--- src/rtl/joybus_poll_scheduler_if.sv ---
// Command/response handshake between the poll scheduler and the bit-level joybus PHY.
interface joybus_poll_scheduler_if;
  logic cmd_valid;
  logic cmd_ready;
  logic cmd_is_poll;
  logic cmd_rumble;
  logic rsp_done;
  logic rsp_ok;

  modport master (
    output cmd_valid, cmd_is_poll, cmd_rumble,
    input  cmd_ready, rsp_done, rsp_ok
  );

  modport slave (
    input  cmd_valid, cmd_is_poll, cmd_rumble,
    output cmd_ready, rsp_done, rsp_ok
  );
endinterface

--- src/rtl/joybus_poll_scheduler.sv ---
// GameCube joybus sequencer: probes until a controller answers, then polls on a fixed cadence,
// tracking failures, disconnects and re-probe backoff.
//
// state       | meaning
// IDLE        | scheduling disabled, connected held
// PROBE_REQ   | probe command offered to the PHY
// PROBE_WAIT  | waiting for probe response or timeout
// PERIOD_WAIT | connected, counting down to the next poll
// POLL_REQ    | poll command offered to the PHY
// POLL_WAIT   | waiting for poll response or timeout
// BACKOFF     | idle pause before re-probing
module joybus_poll_scheduler #(
  parameter int unsigned POLL_PERIOD_US  = 16000,
  parameter int unsigned RESP_TIMEOUT_US = 400,
  parameter int unsigned MAX_FAILS       = 3,
  parameter int unsigned BACKOFF_US      = 1000
) (
  input  logic                           usClock,
  input  logic                           Reset,
  input  logic                           enable,
  input  logic                           rumble_req,
  joybus_poll_scheduler_if.master        bus,
  output logic                           connected,
  output logic                           poll_strobe,
  output logic                           disconnect,
  output logic [1:0]                     fail_count,
  output logic [2:0]                     state_dbg
);

  typedef enum logic [2:0] {
    IDLE        = 3'd0,
    PROBE_REQ   = 3'd1,
    PROBE_WAIT  = 3'd2,
    PERIOD_WAIT = 3'd3,
    POLL_REQ    = 3'd4,
    POLL_WAIT   = 3'd5,
    BACKOFF     = 3'd6
  } state_t;

  // Timers are down-counters that expire at zero. The poll-to-poll load is one shorter than
  // the probe-to-poll load because it is taken in the accept cycle itself.
  localparam logic [15:0] PER_FIRST = 16'(POLL_PERIOD_US - 1);
  localparam logic [15:0] PER_NEXT  = 16'(POLL_PERIOD_US - 2);
  localparam logic [15:0] TMR_RESP  = 16'(RESP_TIMEOUT_US - 1);
  localparam logic [15:0] TMR_BACK  = 16'(BACKOFF_US - 1);
  localparam logic [1:0]  FAIL_LAST = 2'(MAX_FAILS - 1);

  state_t      state, state_nxt;
  logic [15:0] per, per_nxt;
  logic [15:0] tmr, tmr_nxt;
  logic        connected_nxt;
  logic [1:0]  fail_nxt;
  logic        rumble_q, rumble_nxt;
  logic        disc_nxt;
  logic        accept, rsp_good, rsp_bad, tmr_tc, per_tc;

  assign accept   = bus.cmd_valid & bus.cmd_ready;
  assign rsp_good = bus.rsp_done & bus.rsp_ok;
  assign rsp_bad  = bus.rsp_done & ~bus.rsp_ok;
  assign tmr_tc   = (tmr == 16'd0);
  assign per_tc   = (per == 16'd0);

  assign bus.cmd_valid   = (state == PROBE_REQ) || (state == POLL_REQ);
  assign bus.cmd_is_poll = (state == POLL_REQ);
  assign bus.cmd_rumble  = rumble_q;
  assign poll_strobe     = ~Reset && (state == POLL_WAIT) && rsp_good;
  assign state_dbg       = state;

  always_comb begin
    state_nxt     = state;
    per_nxt       = per_tc ? 16'd0 : per - 16'd1;
    tmr_nxt       = tmr_tc ? 16'd0 : tmr - 16'd1;
    connected_nxt = connected;
    fail_nxt      = fail_count;
    rumble_nxt    = rumble_q;
    disc_nxt      = 1'b0;
    unique case (state)
      IDLE: begin
        if (enable) state_nxt = connected ? POLL_REQ : PROBE_REQ;
      end
      PROBE_REQ: begin
        if (accept) begin
          tmr_nxt   = TMR_RESP;
          state_nxt = PROBE_WAIT;
        end else if (!enable) begin
          state_nxt = IDLE;
        end
      end
      PROBE_WAIT: begin
        // A response arriving in the expiry cycle still counts.
        if (rsp_good) begin
          connected_nxt = 1'b1;
          fail_nxt      = 2'd0;
          per_nxt       = PER_FIRST;
          state_nxt     = enable ? PERIOD_WAIT : IDLE;
        end else if (rsp_bad || tmr_tc) begin
          tmr_nxt   = TMR_BACK;
          state_nxt = enable ? BACKOFF : IDLE;
        end
      end
      PERIOD_WAIT: begin
        if (!enable)     state_nxt = IDLE;
        else if (per_tc) state_nxt = POLL_REQ;
      end
      POLL_REQ: begin
        if (accept) begin
          rumble_nxt = rumble_req;
          per_nxt    = PER_NEXT;
          tmr_nxt    = TMR_RESP;
          state_nxt  = POLL_WAIT;
        end else if (!enable) begin
          state_nxt = IDLE;
        end
      end
      POLL_WAIT: begin
        if (rsp_good) begin
          fail_nxt  = 2'd0;
          state_nxt = enable ? PERIOD_WAIT : IDLE;
        end else if (rsp_bad || tmr_tc) begin
          if (fail_count >= FAIL_LAST) begin
            connected_nxt = 1'b0;
            disc_nxt      = 1'b1;
            fail_nxt      = 2'd0;
            rumble_nxt    = 1'b0;
            tmr_nxt       = TMR_BACK;
            state_nxt     = enable ? BACKOFF : IDLE;
          end else begin
            fail_nxt  = fail_count + 2'd1;
            state_nxt = enable ? PERIOD_WAIT : IDLE;
          end
        end
      end
      BACKOFF: begin
        if (!enable)     state_nxt = IDLE;
        else if (tmr_tc) state_nxt = PROBE_REQ;
      end
      default: state_nxt = IDLE;
    endcase
  end

  always_ff @(posedge usClock) begin
    if (Reset) begin
      state      <= IDLE;
      per        <= 16'd0;
      tmr        <= 16'd0;
      connected  <= 1'b0;
      fail_count <= 2'd0;
      rumble_q   <= 1'b0;
      disconnect <= 1'b0;
    end else begin
      state      <= state_nxt;
      per        <= per_nxt;
      tmr        <= tmr_nxt;
      connected  <= connected_nxt;
      fail_count <= fail_nxt;
      rumble_q   <= rumble_nxt;
      disconnect <= disc_nxt;
    end
  end

endmodule

--- src/flat_wrapper.sv ---
// flat-port wrapper written by rule: the top's interface ports become plain ports
module joybus_poll_scheduler_flat 
#(
  parameter int unsigned POLL_PERIOD_US  = 16000,
  parameter int unsigned RESP_TIMEOUT_US = 400,
  parameter int unsigned MAX_FAILS       = 3,
  parameter int unsigned BACKOFF_US      = 1000
)
  (usClock, Reset, enable, rumble_req, connected, poll_strobe, disconnect, fail_count, state_dbg, bus_cmd_valid, bus_cmd_is_poll, bus_cmd_rumble, bus_cmd_ready, bus_rsp_done, bus_rsp_ok);
  joybus_poll_scheduler_if bus_i ();
  input  logic usClock;
  input  logic Reset;
  input  logic enable;
  input  logic rumble_req;
  output logic connected;
  output logic poll_strobe;
  output logic disconnect;
  output logic [1:0] fail_count;
  output logic [2:0] state_dbg;
  output wire logic [$bits(bus_i.cmd_valid)-1:0] bus_cmd_valid;
  output wire logic [$bits(bus_i.cmd_is_poll)-1:0] bus_cmd_is_poll;
  output wire logic [$bits(bus_i.cmd_rumble)-1:0] bus_cmd_rumble;
  input wire logic [$bits(bus_i.cmd_ready)-1:0] bus_cmd_ready;
  input wire logic [$bits(bus_i.rsp_done)-1:0] bus_rsp_done;
  input wire logic [$bits(bus_i.rsp_ok)-1:0] bus_rsp_ok;
  assign bus_cmd_valid = bus_i.cmd_valid;
  assign bus_cmd_is_poll = bus_i.cmd_is_poll;
  assign bus_cmd_rumble = bus_i.cmd_rumble;
  assign bus_i.cmd_ready = bus_cmd_ready;
  assign bus_i.rsp_done = bus_rsp_done;
  assign bus_i.rsp_ok = bus_rsp_ok;
  joybus_poll_scheduler #(.POLL_PERIOD_US(POLL_PERIOD_US), .RESP_TIMEOUT_US(RESP_TIMEOUT_US), .MAX_FAILS(MAX_FAILS), .BACKOFF_US(BACKOFF_US)) u_core (.usClock(usClock), .Reset(Reset), .enable(enable), .rumble_req(rumble_req), .bus(bus_i), .connected(connected), .poll_strobe(poll_strobe), .disconnect(disconnect), .fail_count(fail_count), .state_dbg(state_dbg));
endmodule
--- config.mk ---
export PLATFORM = sky130hd
export DESIGN_NAME = joybus_poll_scheduler_flat
export DESIGN_NICKNAME = d
export VERILOG_FILES = /design/src/rtl/joybus_poll_scheduler_if.sv /design/src/rtl/joybus_poll_scheduler.sv /design/src/flat_wrapper.sv
export SDC_FILE = /design/constraint.sdc
export NUM_CORES = 1
export LEC_CHECK = 0
export CAP_MARGIN = 40
export CELL_PAD_IN_SITES_DETAIL_PLACEMENT = 0
export CELL_PAD_IN_SITES_GLOBAL_PLACEMENT = 1
export CORE_MARGIN = 5
export CORE_UTILIZATION = 47
export CTS_CLUSTER_DIAMETER = 80
export CTS_CLUSTER_SIZE = 10
export DETAILED_ROUTE_END_ITERATION = 12
export PLACE_DENSITY = 0.91
export SLEW_MARGIN = 20
export SYNTH_ARGS = -nofsm -noshare
export SYNTH_HDL_FRONTEND = slang
export SYNTH_SLANG_ARGS = --single-unit
export TNS_END_PERCENT = 100
--- constraint.sdc ---
create_clock -name usClock -period 4.35 [get_ports usClock]
set_input_delay 0.6525 -clock usClock [delete_from_list [all_inputs] [get_ports usClock]]
set_output_delay 0.6525 -clock usClock [all_outputs]
set_load 0.03 [all_outputs]
==> metrics.cfg, run 1 <==
[run_status]
status = finished, final reports clean

[sta]
slew_headroom_pct = 52.02
timing.setup.tns_ps = 0
tightestPinTransition_ps = 713.1
rsz0062_at_grt = false
hold_ws_ps = 497.2
setup_viol = 0
period_minus_slack_ps = 2933
fin_skew_ps = 11.04
fmax_mhz = 340.9
final_hold_viol_count = 0
fin_crit_sh_pct = 67.43
slew_viol_final = 0

[critical_path]
path_buf_inv = 2
crit_slowest_cell = clkdlybuf4s50_1
required_ps = 3700
critPathMaxStageDelay_ps = 700
r2r_start = u_core.tmr[0]$_SDFF_PP0_
cp.depth = 4
reg2reg_slack_ps = 2280
cp-endpoint = poll_strobe
worstPathCellList = clkdlybuf4s50_1 > nand2_1 > nor3_1 > clkdlybuf4s50_1
path_delay_family = buffers and inverters
r2r_cells = 7
cpMostUsedCell = clkdlybuf4s50_1
r2r-end = u_core.state_dbg[1]$_SDFFE_PP0P_
cp-start-kind = input pin
worstSetupPathType = input pin to primary output
crit_path_start = bus_rsp_done
path_max_fanout = 10
critical_path_arrival_ps = 2280
cp-end-kind = primary output

[pwr]
p_leak_nw = 0.8988
finalPower_mw = 1.522
ir_drop_v = 0.0002438
pwr_density_cell_nw_per_um2 = 614.3

[place]
dp.final_hpwl_mm = 3.546
port_buffers = 17
gp_congestion = 0.9107

[finish]
drive_gt1_share_pct = 7.971
area_growth_pct = 13.47
final_nets = 285
antenna_cells = 0

[route]
first_pass_iters = 4
route.vias.total = 1912
drc = 0
finalWirelength_mm = 4.880
ant_nets = 0
routedWlPerCell_um = 14.88
routed_via_density = 5.829
drt_iter0_drc = 101

[cts]
ctsHoldBuffers = 0
cts-root-buf = clkbuf_8
numClockSinks = 40
ctsResizeCount = 0
clk_pin_slew_ps = 80
numCtsBuffers = 5
cts_setup_buffers = 0
cts_tree = yes
clkLatencyLatePin_ps = 290
clockBufferDepth = 2
h-tree-depth = 2

[die]
die_area_um2 = 6108
die-height_um = 78.16
boundaryPins = 18
row_count = 24
initial_core_util_pct = 49.13
core_area_um2 = 4444
die_width_um = 78.16

[logic_synthesis]
syn-mean-instance-area_um2 = 8.430
ys_warn_count = 0
syn_nets = 269
ys.flop_type = dfxtp_1
netlist_instances = 259
async_flop_share_pct = 0
synth_edf_count = 0
syn_area_um2 = 2183
ys_seq_area_share_pct = 36.68
synth_seq_cells = 40
ys_types = 55

[global_routing]
grt_max_degree = 20
grt_use_total_pct = 16.83
antenna_found_initial = 0
grt_pass1_vias = 1843
overflow = 0
grt_pass1_wl_mm = 8.418

[worst_hold_path]
hp-class = register to register

[job]
drv_cap = 0

layout by cell type (no fill, tap or decap), types with 3 or more instances in the layout:
master / instances
dfxtp_1: 40
nor2_1: 27
o21ai_0: 24
nand2_1: 20
clkdlybuf4s50_1: 17
xnor2_1: 13
a21oi_1: 13
nor3_1: 12
xor2_1: 12
inv_1: 8
nand3_1: 8
clkbuf_8: 5
nand4_1: 4
nor4_1: 4
nor2b_1: 4
o211ai_1: 4
or4_1: 4
nand2b_1: 3
ha_1: 3
state kept, by name, summed over array words and instances, names as in the netlist:
| signal | cells |
|---|---|
| u_core.bus.cmd_rumble | 1 |
| u_core.connected | 1 |
| u_core.disconnect | 1 |
| u_core.fail_count | 2 |
| u_core.per | 16 |
| u_core.state_dbg | 3 |
| u_core.tmr | 16 |
per-stage QoR:
step	util (%)	setup slack [ps]	instances	area (um2)
3_5_place_dp	53.77	1441	320	2390
4_1_cts	55.74	1423	328	2477
2_1_floorplan	-	1954	259	2183
3_3_place_gp	53.77	1461	320	2390
5_1_grt	55.74	1260	328	2477
6_report	55.74	1417	328	2477
cell type report:
type | instances | area (um2)
Clock buffer | 5 | 68.82
Clock inverter | 3 | 18.77
Fill cell | 404 | 1967
Inverter | 9 | 33.78
Multi-Input combinational cell | 201 | 1313
Sequential cell | 40 | 800.8
Tap cell | 52 | 65.06
Timing Repair Buffer | 18 | 177.7
worst min path at each step:
stage	to	depth (start not counted)	slack (ps)	start
final	u_core.per[14]$_SDFF_PP0_	2	500	u_core.per[14]$_SDFF_PP0_
after global routing	u_core.per[14]$_SDFF_PP0_	2	520	u_core.per[14]$_SDFF_PP0_
after CTS	u_core.per[14]$_SDFF_PP0_	2	490	u_core.per[14]$_SDFF_PP0_
after detailed placement	u_core.per[14]$_SDFF_PP0_	2	480	u_core.per[14]$_SDFF_PP0_
after global placement	u_core.per[14]$_SDFF_PP0_	2	460	u_core.per[14]$_SDFF_PP0_
after floorplan	u_core.per[14]$_SDFF_PP0_	2	450	u_core.per[14]$_SDFF_PP0_
report_power, final:
group,internal (mW),switching [mW]
Sequential,0.485,0.130
Combinational,0.310,0.354
Clock,0.112,0.131
synth_stat cells (all sizes together), types with 2 or more instances:
library cell   n  share of area [%]
o21ai         24                5.5
o31ai          3                1.5
ha             3                1.7
o22ai          2               0.57
nand2         20                3.4
and3           2               0.57
inv            8                1.4
xor2          12                4.8
dfxtp         40                 37
nor4b          3                1.9
nor2          27                4.6
and2           2               0.57
or3            2               0.80
nor3          12                2.8
nand3b         2               0.69
buf            2               0.46
a21oi         14                3.4
nor2b          4                1.1
mux2i          2               0.92
and3b          2               0.80
o221ai         2               0.80
clkbuf         7                1.2
nand3          8                1.8
nor3b          2               0.92
o211ai         4                1.4
xnor2         13                5.2
nand2b         3               0.86
o31a           2               0.80
nor4           8                4.2
or4            4                1.4
nand4          4                1.1
cell families (layout without fill, tap and decap cells):
group / count (synthesis) / count (layout) / share of synthesized area [%]
buf+inv: 18 / 35 / 3.209
xor+xnor: 25 / 25 / 10.03
compound gates: 61 / 61 / 17.82
flops: 40 / 40 / 36.68
fa+ha+maj: 4 / 4 / 2.178
simple gates: 109 / 109 / 29.17
mux: 2 / 2 / 0.9169
per-layer routing:
metal,share of wire (%),track usage [%],vias up,wire length (um)
li1,-,-,967,-
met1,48,21.75,883,2335
met2,46,27.14,52,2237
met3,3.9,3.547,10,191
met4,2.4,7.343,0,116
met5,0,0,-,0
worst min-delay path: stages (launching register included):
cell     delay [ps]
dfxtp_1         320
o31ai_1          70
a21oi_1          60
Note: power is estimated with default switching activity, not from simulation.
==> run 2: changes to the inputs <==
Settings changed: CORE_UTILIZATION 47 to 43, PLACE_DENSITY 0.91 to 0.85.
Clock period 4.35 ns to 3.03 ns, I/O delays scaled along.
==> run 2 against run 1 <==
  * Core utilization fell by 5.4 points
  * Clock skew fell by 7.8 ps
  * Sequential cell count did not move
  * Clock power rose by 33%
  * Global-route usage fell by 0.35 points
  * Register-to-register slack got worse by 1300 ps
  * Cell count rose by 6.4%
  * Cell area rose by 1.7%
==> metrics.cfg, run 2 (synthesis results as in run 1) <==
[critical_path]
worstPathCellList = nand3b_1 > nor3_1 > clkdlybuf4s50_1
path_max_fanout = 11  ; +1
cp-end-kind = primary output
cp-start-kind = register
worstSetupPathType = register to primary output
crit_slowest_cell = clkdlybuf4s50_1
required_ps = 2580  ; -1120 ps
critPathMaxStageDelay_ps = 710  ; about the same
critical_path_arrival_ps = 2110  ; -170 ps

[route]
drc = 0  ; unchanged
ant_nets = 0  ; unchanged
drt_iter0_drc = 59  ; -42%
route.vias.total = 1885  ; -1.4%
finalWirelength_mm = 4.711  ; -3.5%
routedWlPerCell_um = 13.50  ; -9.3%
routed_via_density = 5.401  ; -7.3%
first_pass_iters = 4  ; unchanged

[cts]
numCtsBuffers = 5  ; unchanged
numClockSinks = 40  ; unchanged
ctsHoldBuffers = 0  ; unchanged
h-tree-depth = 2  ; unchanged
clkLatencyLatePin_ps = 280  ; about the same
cts_tree = yes
clk_pin_slew_ps = 70  ; about the same
clockBufferDepth = 2  ; unchanged
ctsResizeCount = 0  ; unchanged
cts-root-buf = clkbuf_8
cts_setup_buffers = 0  ; unchanged

[sta]
rsz0062_at_grt = false
tightestPinTransition_ps = 849.4  ; +136.3 ps
setup_slack_ps = 467.2  ; -949.4 ps
final_hold_viol_count = 0  ; unchanged
fin_skew_ps = 3.284  ; -7.757 ps
slew_headroom_pct = 42.85  ; -9.2 points
hold_ws_ps = 492.1  ; -5.124 ps
period_minus_slack_ps = 2563
slew_viol_final = 0  ; unchanged
setup_viol = 0  ; unchanged
fin_crit_sh_pct = 84.58
timing.setup.tns_ps = 0  ; unchanged
fmax_mhz = 390.2

[global_routing]
overflow = 0  ; unchanged
grt_pass1_wl_mm = 8.666  ; +2.9%
antenna_found_initial = 0  ; unchanged
grt_use_total_pct = 16.48  ; -0.35 points
grt_max_degree = 17  ; -15%
grt_pass1_vias = 1869  ; +1.4%

[die]
die-height_um = 81.26  ; +4.0%
die_area_um2 = 6602  ; +8.1%
row_count = 26  ; +8.3%
core_area_um2 = 5010  ; +13%
initial_core_util_pct = 43.58  ; -5.5 points
die_width_um = 81.26  ; +4.0%
boundaryPins = 18  ; unchanged

[job]
drv_cap = 0  ; unchanged

[place]
gp_congestion = 0.8836  ; -3.0%
port_buffers = 17  ; unchanged
pre_cts_ws_ps = 646.3  ; -794.8 ps
dp.final_hpwl_mm = 3.595  ; +1.4%

[run_status]
status = finished, final reports clean

[pwr]
ir_drop_v = 0.0003626  ; +49%
finalPower_mw = 2.158  ; +42%
clkPwrFrac_pct = 14.9  ; -1.1 points
internal-power_mw = 1.303  ; +44%
p_leak_nw = 0.9127  ; +1.6%
p_comb_share_pct = 44.8  ; +1.2 points
pwr_density_cell_nw_per_um2 = 856.5  ; +39%
switchingPower_mw = 0.8555  ; +39%
p_seq_share_pct = 40.3  ; about the same
p_sw_share_pct = 39.64  ; -0.77 points

[finish]
area_growth_pct = 15.42
antenna_cells = 0  ; unchanged
final_nets = 289  ; +1.4%
drive_gt1_share_pct = 8.602  ; +0.63 points
final_common_cell = dfxtp_1
final_cell_mix = dfxtp_1 (40), nor2_1 (27), o21ai_0 (24)

[worst_hold_path]
hp-class = register to register

[run 2: area by class of cell]
class / instances / area (um2)
clock inverters: 1 / 5.005
flip-flops and latches: 40 / 800.8
repair buffers: 22 / 207.7
well taps: 70 / 87.58
inverters: 9 / 33.78
clock buffers: 6 / 72.57
multi-input cells: 201 / 1313
fillers: 503 / 2490
[run 2: final timing paths]
kind	from	end	slack, ps	depth (start not counted)
hold reg to reg	u_core.per[14]$_SDFF_PP0_	u_core.per[14]$_SDFF_PP0_	490	2
hold / removal	u_core.per[14]$_SDFF_PP0_	u_core.per[14]$_SDFF_PP0_	490	2
setup / recovery	u_core.state_dbg[2]$_SDFFE_PP0P_	poll_strobe	470	3
setup reg to reg	u_core.tmr[0]$_SDFF_PP0_	u_core.state_dbg[0]$_SDFFE_PP0P_	930	7
[run 2: critical path, delay by kind of cell (launching register included)]
| kind | cells | cell delay [ps] |
|---|---|---|
| DFF | 1 | 550 |
| buffers and inverters | 1 | 710 |
| and+or+nand+nor | 2 | 560 |
[run 2: stage by stage]
stage	instances	instance area [um2]	util [%]
after global routing	349	2520	50.30
after detailed placement	342	2442	48.75
final	349	2520	50.30
after floorplan	259	2183	-
after CTS	349	2520	50.30
after global placement	342	2442	48.75
[run 2: power groups by stage]
stage	Sequential, mW	Combinational, mW	Clock [mW]
2_1_floorplan	0.853	0.782	0
3_3_place_gp	0.874	0.956	0
3_5_place_dp	0.877	0.961	0
4_1_cts	0.868	0.973	0.337
5_1_grt	0.890	1.12	0.367
6_report	0.869	0.967	0.323
[run 2: routing by layer]
layer  up-vias  GRT usage (%)  part of all wire, %
met1       878          21.78                   50
met4         0          5.912                  1.8
met3         8          3.326                  2.7
li1        971              -                    -
met2        28          26.52                   45
met5         -              0                    0
==> run 3: changes to the inputs <==
Settings changed: CORE_UTILIZATION 43 to 39, PLACE_DENSITY 0.85 to 0.82.
Clock period 3.03 ns to 2.1 ns, I/O delays scaled along.
==> run 3 against run 2 <==
  * Sequential share of layout area shrank 0.68 points
  * Clock power grew 49%
  * First-iteration DRC count grew 75%
  * Combinational power grew 49%
  * Count of clock-buffer cells in the layout is the same
  * Non-clock buffer count grew 8
  * Die area grew 9.0%
  * Critical path depth grew 4
  * Global-route usage shrank 1.7 points
==> metrics.cfg, run 3 (synthesis results as in run 1) <==
[place]
port_buffers = 17  ; unchanged
pre_cts_ws_ps = 41.10  ; -605.2 ps
dp.final_hpwl_mm = 3.755  ; +4.5%
placed_area_um2 = 2492  ; +2.0%
dp_cells = 351  ; +2.6%
gp_congestion = 0.8428  ; -4.6%

[die]
initial_core_util_pct = 39.89  ; -3.7 points
core_area_um2 = 5473  ; +9.2%
die-height_um = 84.82  ; +4.4%
die_area_um2 = 7194  ; +9.0%
row_count = 27  ; +3.8%
boundaryPins = 18  ; unchanged
die_width_um = 84.82  ; +4.4%

[finish]
area_growth_pct = 18.11
final_common_cell = dfxtp_1
multi_input_area_um2 = 1313  ; unchanged
instances_no_fill = 359  ; +2.9%
final_nets = 297  ; +2.8%
finalCoreUtilization_pct = 47.12  ; -3.2 points
final_cell_mix = dfxtp_1 (39), nor2_1 (27), o21ai_0 (24)
fillers = 542  ; +7.8%
fin_area_um2 = 2579  ; +2.3%
area.sequential_um2 = 802.0  ; +0.16%
drive_gt1_share_pct = 12.20  ; +3.6 points
antenna_cells = 0  ; unchanged

[pwr]
pwr_density_cell_nw_per_um2 = 1234  ; +44%
ir_drop_v = 0.0005640  ; +56%
finalPower_mw = 3.182  ; +47%
p_leak_nw = 0.9563  ; +4.8%

[route]
drc = 0  ; unchanged
ant_nets = 0  ; unchanged
routedWlPerCell_um = 13.95  ; +3.3%
route.vias.total = 1933  ; +2.5%
first_pass_iters = 4  ; unchanged
drt_iter0_drc = 103  ; +75%
finalWirelength_mm = 5.008  ; +6.3%
routed_via_density = 5.384  ; -0.31%

[worst_hold_path]
holdPathEnd = u_core.per[14]$_SDFF_PP0_
holdPathStages = 2  ; unchanged
hp-class = register to register
worstHoldStart = u_core.per[14]$_SDFF_PP0_

[sta]
period_minus_slack_ps = 1984
rsz0062_at_grt = false
fmax_mhz = 504.1
timing.setup.tns_ps = 0  ; unchanged
tightestPinTransition_ps = 447.1  ; -402.2 ps
slew_viol_final = 0  ; unchanged
fin_crit_sh_pct = 94.46
setup_slack_ps = 116.3  ; -350.9 ps
final_hold_viol_count = 0  ; unchanged
slew_headroom_pct = 69.92  ; +27 points
fin_skew_ps = 9.097  ; +5.813 ps
hold_ws_ps = 488.4  ; -3.625 ps
setup_viol = 0  ; unchanged

[critical_path]
path_max_fanout = 4  ; -7
r2r_start = u_core.per[0]$_SDFF_PP0_
critical_path_arrival_ps = 2190  ; +80 ps
worstSetupPathType = register to register
required_ps = 2300  ; -280 ps
cp-start-kind = register
r2r_cells = 7  ; unchanged
path_buf_inv = 1  ; unchanged
r2r-end = u_core.state_dbg[0]$_SDFFE_PP0P_
reg2reg_slack_ps = 120  ; -810 ps
worstPathCellList = inv_1 > ha_1 > nor4b_1 > nand4_1 > nor4b_4 > or3_4 > o31ai_2
cp-end-kind = register
critPathMaxStageDelay_ps = 410  ; -300 ps
crit_slowest_cell = or3_4
path_delay_family = simple AND/OR/NAND/NOR gates

[global_routing]
grt_use_total_pct = 14.74  ; -1.7 points
grt_pass1_wl_mm = 8.845  ; +2.1%
grt_pass1_vias = 1827  ; -2.2%
grt_max_degree = 14  ; -3
overflow = 0  ; unchanged
antenna_found_initial = 0  ; unchanged

[cts]
cts_tree = yes
clk_pin_slew_ps = 80  ; about the same
numCtsBuffers = 5  ; unchanged
numClockSinks = 40  ; unchanged
cts-root-buf = clkbuf_8
clkLatencyLatePin_ps = 280  ; about the same
clockBufferDepth = 2  ; unchanged
h-tree-depth = 2  ; unchanged

[run_status]
status = finished, final reports clean

[job]
drv_cap = 0  ; unchanged

==> run 3: changes by cell type in the layout (fill, tap and decap cells not counted), sizes merged <==
cell           delta
clkdlybuf4s50     -2
buf              +10
==> run 3: timing repair <==
action / 4_1_cts / 5_1_grt
setup buffers: 0 / 1
hold buffers: 0 / 0
setup endpoints to repair: 1 / 3
pin swaps: 0 / 1
cloned: 0 / 0
gates resized for setup: 1 / 0
==> run 3: power by group <==
group	leakage, nW	switching [mW]	internal (mW)
clock network	0.0410	0.256	0.226
logic	0.587	0.751	0.686
registers	0.328	0.258	1.00
==> run 3: cell type report <==
cell class                 instances  share of cell area (%)
clock buffer                       6                   2.814
timing repair buffer              30                   10.19
inverter                           9                   1.310
multi-input combinational        201                   50.90
clock inverter                     1                  0.1941
sequential                        40                   31.10
tap                               72                   3.493
==> run 3: worst max-delay path by stage <==
| stage | start | endpoint | slack, ps | cells after the start |
|---|---|---|---|---|
| 2_1_floorplan | u_core.state_dbg[2]$_SDFFE_PP0P_ | bus_cmd_is_poll | 40 | 4 |
| 3_3_place_gp | bus_rsp_done | u_core.tmr[13]$_SDFF_PP0_ | 80 | 6 |
| 3_5_place_dp | bus_rsp_done | u_core.tmr[10]$_SDFF_PP0_ | 40 | 6 |
| 4_1_cts | u_core.per[0]$_SDFF_PP0_ | u_core.state_dbg[1]$_SDFFE_PP0P_ | 90 | 7 |
| 5_1_grt | u_core.per[0]$_SDFF_PP0_ | u_core.state_dbg[2]$_SDFFE_PP0P_ | 1 | 7 |
| 6_report | u_core.per[0]$_SDFF_PP0_ | u_core.state_dbg[0]$_SDFFE_PP0P_ | 120 | 7 |
==> run 3: tightest hold or removal path: cells and delay by family, from the launching register on <==
kind               cells  cell delay, ps
DFF                    1             320
AOI/OAI and AO/OA      2             120
==> run 3: routing by layer <==
metal	global-route usage, %	wire (um)	vias to the layer above
li1	-	-	990
met1	21.65	2530	892
met2	21.99	2243	47
met3	3.204	192	4
met4	3.453	42	0
met5	0	0	-
